===== config.mk =====
export PLATFORM = sky130hd
export DESIGN_NAME = sitcpxg_tx_feeder
export DESIGN_NICKNAME = d
export VERILOG_FILES = /design/src/rtl/sitcpxg_tx_feeder.sv
export SDC_FILE = /design/constraint.sdc
export NUM_CORES = 1
export LEC_CHECK = 0
export BUFFER_PORTS_ARGS = -buffer_cell sky130_fd_sc_hd__buf_2
export CAP_MARGIN = 20
export CORE_MARGIN = 4
export CORE_UTILIZATION = 40
export CTS_BUF_LIST = sky130_fd_sc_hd__clkbuf_16
export CTS_CLUSTER_SIZE = 25
export DETAILED_ROUTE_END_ITERATION = 10
export PLACE_DENSITY = 0.72
export SLEW_MARGIN = 10
export SYNTH_ARGS = -nofsm -noshare
export SYNTH_HDL_FRONTEND = slang
export SYNTH_SLANG_ARGS = --single-unit

===== constraint.sdc =====
create_clock -name XGMII_CLOCK -period 3.5 [get_ports XGMII_CLOCK]
set_clock_uncertainty 0.05 [all_clocks]
set_input_delay 0.175 -clock XGMII_CLOCK [delete_from_list [all_inputs] [get_ports XGMII_CLOCK]]
set_output_delay 0.175 -clock XGMII_CLOCK [all_outputs]
set_load 0.05 [all_outputs]

===== src/rtl/sitcpxg_tx_feeder.sv =====
// sitcpxg_tx_feeder
// Forwards a byte-counted 64-bit source stream into the SiTCP-XG user TX port
// for the lifetime of one TCP session. It drains for a fixed number of idle
// cycles before acknowledging a close request, counts the bytes delivered, and
// discards words whose byte count is illegal.
module sitcpxg_tx_feeder #(
  parameter int DRAIN_CYCLES = 16
) (
  input  logic        XGMII_CLOCK,
  input  logic        RSTs,
  input  logic [63:0] SRC_D,
  input  logic [3:0]  SRC_B,
  input  logic        SRC_VALID,
  output logic        SRC_READY,
  input  logic        USER_SESSION_ESTABLISHED,
  input  logic        USER_SESSION_CLOSE_REQ,
  output logic        USER_SESSION_CLOSE_ACK,
  input  logic        USER_TX_AFULL,
  output logic [63:0] USER_TX_D,
  output logic [3:0]  USER_TX_B,
  output logic [31:0] TX_BYTE_CNT,
  output logic [7:0]  ERR_CNT,
  output logic [1:0]  STATE
);

  // The drain counter only has to reach DRAIN_CYCLES-1.
  localparam int DCW = (DRAIN_CYCLES > 1) ? $clog2(DRAIN_CYCLES) : 1;
  localparam logic [DCW-1:0] DRAIN_LAST = DCW'(DRAIN_CYCLES - 1);

  typedef enum logic [1:0] {
    S_IDLE  = 2'd0,
    S_XFER  = 2'd1,
    S_DRAIN = 2'd2,
    S_CLOSE = 2'd3
  } state_t;

  state_t         state_r;
  state_t         state_nxt_s;
  logic [DCW-1:0] drain_cnt_r;
  logic           drain_done_s;
  logic           open_s;
  logic           xfer_en_s;
  logic           xfer_s;
  logic [63:0]    tx_d_r;
  logic [3:0]     tx_b_r;
  logic [31:0]    tx_byte_cnt_r;
  logic [7:0]     err_cnt_r;

  // A byte count is deliverable only in the range 1..8.
  function automatic logic is_legal_count(input logic [3:0] b);
    is_legal_count = (b != 4'd0) && (b <= 4'd8);
  endfunction

  // Error counter increment that sticks at its maximum.
  function automatic logic [7:0] sat_inc8(input logic [7:0] v);
    if (v == 8'hFF) begin
      sat_inc8 = v;
    end else begin
      sat_inc8 = v + 8'd1;
    end
  endfunction

  // Everything except AFULL is folded into xfer_en_s, so AFULL only sees the
  // final AND on its way to SRC_READY. A pending close or reset blocks the
  // handshake in the same cycle.
  assign xfer_en_s    = (state_r == S_XFER) && !USER_SESSION_CLOSE_REQ && !RSTs;
  assign xfer_s       = SRC_VALID && SRC_READY;
  assign drain_done_s = (state_r == S_DRAIN) && (drain_cnt_r == DRAIN_LAST);

  // State register.
  always_ff @(posedge XGMII_CLOCK) begin
    if (RSTs) begin
      state_r <= S_IDLE;
    end else begin
      state_r <= state_nxt_s;
    end
  end

  // Next-state logic; open_s marks the start of a new session.
  always_comb begin
    state_nxt_s = state_r;
    open_s      = 1'b0;
    case (state_r)
      S_IDLE: begin
        if (USER_SESSION_ESTABLISHED && !USER_SESSION_CLOSE_REQ) begin
          state_nxt_s = S_XFER;
          open_s      = 1'b1;
        end else begin
          state_nxt_s = S_IDLE;
        end
      end
      S_XFER: begin
        if (USER_SESSION_CLOSE_REQ) begin
          state_nxt_s = S_DRAIN;
        end else if (!USER_SESSION_ESTABLISHED) begin
          state_nxt_s = S_IDLE;
        end else begin
          state_nxt_s = S_XFER;
        end
      end
      S_DRAIN: begin
        if (drain_done_s) begin
          state_nxt_s = S_CLOSE;
        end else begin
          state_nxt_s = S_DRAIN;
        end
      end
      S_CLOSE: begin
        if (!USER_SESSION_CLOSE_REQ) begin
          state_nxt_s = S_IDLE;
        end else begin
          state_nxt_s = S_CLOSE;
        end
      end
      default: begin
        state_nxt_s = S_IDLE;
      end
    endcase
  end

  // Output decode from the registered state.
  always_comb begin
    SRC_READY              = 1'b0;
    USER_SESSION_CLOSE_ACK = 1'b0;
    case (state_r)
      S_XFER: begin
        SRC_READY = xfer_en_s & ~USER_TX_AFULL;
      end
      S_CLOSE: begin
        USER_SESSION_CLOSE_ACK = 1'b1;
      end
      default: begin
        SRC_READY              = 1'b0;
        USER_SESSION_CLOSE_ACK = 1'b0;
      end
    endcase
  end

  // Drain counter: runs only while in DRAIN, otherwise parked at zero.
  always_ff @(posedge XGMII_CLOCK) begin
    if (RSTs) begin
      drain_cnt_r <= '0;
    end else if ((state_r == S_DRAIN) && !drain_done_s) begin
      drain_cnt_r <= drain_cnt_r + 1'b1;
    end else begin
      drain_cnt_r <= '0;
    end
  end

  // Write port: a legal word appears one cycle after its handshake, for one
  // cycle; the data bus keeps its last value when there is no write.
  always_ff @(posedge XGMII_CLOCK) begin
    if (RSTs) begin
      tx_d_r <= 64'd0;
      tx_b_r <= 4'd0;
    end else if (xfer_s && is_legal_count(SRC_B)) begin
      tx_d_r <= SRC_D;
      tx_b_r <= SRC_B;
    end else begin
      tx_b_r <= 4'd0;
    end
  end

  // Session byte counter: cleared when a session opens, wraps at 2^32.
  always_ff @(posedge XGMII_CLOCK) begin
    if (RSTs) begin
      tx_byte_cnt_r <= 32'd0;
    end else if (open_s) begin
      tx_byte_cnt_r <= 32'd0;
    end else if (xfer_s && is_legal_count(SRC_B)) begin
      tx_byte_cnt_r <= tx_byte_cnt_r + {28'd0, SRC_B};
    end else begin
      tx_byte_cnt_r <= tx_byte_cnt_r;
    end
  end

  // Discarded-word counter for illegal byte counts.
  always_ff @(posedge XGMII_CLOCK) begin
    if (RSTs) begin
      err_cnt_r <= 8'd0;
    end else if (xfer_s && !is_legal_count(SRC_B)) begin
      err_cnt_r <= sat_inc8(err_cnt_r);
    end else begin
      err_cnt_r <= err_cnt_r;
    end
  end

  assign USER_TX_D   = tx_d_r;
  assign USER_TX_B   = tx_b_r;
  assign TX_BYTE_CNT = tx_byte_cnt_r;
  assign ERR_CNT     = err_cnt_r;
  assign STATE       = state_r;

endmodule


==> flow_metrics.tcl <==
set metrics [dict create \
    status "completed" \
    clock_latency_ns 0.40 \
    synth_cell_types 43 \
    finalSetupViolCount 0 \
    start_util_pct 41.44 \
    tightest_slew_ns 0.8527 \
    cp_max_fo 41 \
    path_class "in -> reg" \
    synthAdderAreaFrac_pct 2.080 \
    synth_xor_xnor_area_share_pct 2.874 \
    hpwl_um 9182 \
    post_drt_via_cell_ratio 5.147 \
    setup_tns_ns 0 \
    cp-end-kind "flop" \
    vias 4941 \
    area_growth_pct 49.79 \
    antenna_found_initial 0 \
    hold_path_startpoint "SRC_B[1]" \
    syn_avg_cell_area_um2 8.147 \
    power_leakage_nw 2.894 \
    slew_violations 0 \
    yosysTopAreaCell "dfxtp_1" \
    routed_wl_um 14180 \
    crit_arrival_ns 3.14 \
    ys_ff_latch 114 \
    rsz0062_at_grt "false" \
    root_buffer "clkbuf_16" \
    ant_nets 0 \
    yosys_warnings 0 \
    nets 886 \
    holdPathStages 2 \
    reg2reg_slack_ns 0.69 \
    r2r_end "TX_BYTE_CNT[27]" \
    synth.area.top_cells "dfxtp_1 50%, nand2_1 12%, a21oi_1 10%, nand4_1 2.2%, or3_1 2.2%" \
    cts_tree "yes" \
    grt_max_degree 79 \
    cap_violations 0 \
    gp_congestion 0.8600 \
    htree_levels 4 \
    synth_top_area_share_pct 49.93 \
    mostFrequentLayoutCells "185 x buf_2, 148 x nand2_1, 114 x dfxtp_1" \
    power.density_nw_per_um2 459.3 \
    cp_data_required_time_ns 3.77 \
    synthMuxAreaShare_pct 0.2190 \
    fp.dieArea_um2 13200 \
    route.detailed.drc 0 \
    core_area_um2 11030 \
    rows 38 \
    synth_top_family_by_area "simple AND/OR/NAND/NOR gates" \
    final_common_cell "buf_2" \
    finish.utilization_pct 62.07 \
    post-route-period-util_pct 81.93 \
    dr.first_iter.drc_count 412 \
    cts_buffers 17 \
    ys_seq_area_share_pct 49.93 \
    maxSlewHeadroom_pct 43.09 \
    fp.dieW_um 114.9 \
    finalPower_mw 3.145 \
    max_freq_mhz 348.7 \
    grt_pass1_wl_um 23000 \
    clockBufferDepth 2 \
    yosys.area_share.simple_pct 26.33 \
    overflow 0 \
    cts.sinks 114 \
    fill_cells 907 \
    syn_nets 642 \
    grt_pass1_vias 4944 \
    layout_min_cycle_time_ns 2.868 \
    netlist_instances 561 \
    finalHoldViolCount 0 \
    netlist_area_um2 4571 \
    synth_compound_area_share_pct 14.78 \
    drive_gt1_share_pct 27.87 \
    drt_pass1_iterations 5 \
    ios 186 \
    path_clk_slew_ns 0.05 \
    min_to "USER_TX_B[1]" \
    hp-class "in -> reg" \
    peakVddDrop_v 0.0003390 \
    reg2reg_depth 6 \
    wl_per_cell_um 14.77 \
    gr-usage-all-layers_pct 21.59 \
    worstSetupStartpointType "input port" \
    die_h_um 114.9 \
    port_buffers 185 \
]
[cell usage after synthesis (all sizes together)]
master,n
buf,7
ha,6
and4bb,1
xnor2,7
nor4,4
or3,16
o21bai,1
inv,10
or3b,1
nand2b,1
nor2,18
or2,1
or4b,1
mux2i,1
or4,5
and4,1
and4b,1
a21oi,93
a211oi,2
o21ai,20
nand3,18
and3,6
fa,1
and2,10
a31o,1
clkbuf,26
xor2,8
a22oi,1
o31ai,6
nor3,5
nand4,16
a31oi,1
a21o,2
dfxtp,114
nor2b,1
nand2,148
[what timing repair did]
action,in CTS,in global routing
endpoints found under the hold margin,68,0
resized for setup,0,0
hold buffers,68,0
buffers inserted,0,0
[metal layers]
metal / up-vias / GRT usage (%) / part of all wire, %
met5: - / 0 / 0
met4: 0 / 10.41 / 2.9
met3: 43 / 7.211 / 8.6
met2: 229 / 36.34 / 50
met1: 2264 / 24.58 / 39
li1: 2405 / - / -
[sequential cells by signal, summed over array words and instances, names as in the netlist, named ones only]
signal and cells:
drain_cnt_r 4, USER_TX_D 64, STATE 1, USER_TX_B 4, ERR_CNT 8, TX_BYTE_CNT 32
[area by class of cell]
cell class	instances	area, µm²	share of cell area, %
Sequential cell	114	2282	33.33
Inverter	10	37.54	0.5482
Timing Repair Buffer	258	1644	24.01
Clock buffer	17	425.4	6.213
Antenna cell	2	5.005	0.07310
Multi-Input combinational cell	404	2127	31.07
Clock inverter	15	150.1	2.193
Tap cell	140	175.2	2.558
[how the worst max path moves through the flow]
stage / startpoint / endpoint / slack, ns / cells past startpoint
final: USER_SESSION_CLOSE_REQ / TX_BYTE_CNT[27] / 0.63 / 8
after global routing: USER_SESSION_CLOSE_REQ / TX_BYTE_CNT[27] / 0.56 / 8
after CTS: USER_SESSION_CLOSE_REQ / TX_BYTE_CNT[27] / 0.70 / 8
after detailed placement: flop / TX_BYTE_CNT[27] / 0.77 / 6
after global placement: flop / TX_BYTE_CNT[27] / 0.83 / 6
after floorplan: STATE[0] / TX_BYTE_CNT[1] / 0.65 / 7
[per-stage QoR]
stage               std cells  worst slack [ns]  cell area [µm²]  hold slack, ns
finish                    960            0.6324             6847         0.02591
floorplan                 561            0.6474             4577          0.2467
CTS                       958            0.7042             6842        0.004084
global placement          858            0.8253             5585          0.3645
global route              958            0.5586             6842         0.01925
detailed placement        858            0.7704             5585          0.3704
[power by group]
group          total (mW)  internal [mW]  switching [mW]
logic               0.164         0.0900          0.0741
clock network        1.68           1.10           0.578
registers            1.31           1.30         0.00263
[critical path: stages]
cell	delay [ns]
dlygate4sd3_1	0.54
buf_2	0.15
or4b_4	0.53
and4bb_2	0.46
buf_4	0.41
nand4_1	0.24
or3b_1	0.43
a21oi_1	0.19
[kinds of logic (layout without fill, tap and decap cells)]
logic type,Yosys count,after routing
mux,1,1
buf+inv,43,300
other cells,0,2
flops,114,114
fa+ha+maj,7,7
compound gates,127,127
xor+xnor,15,15
simple gates,254,254
Note: power is estimated with default switching activity, not from simulation.
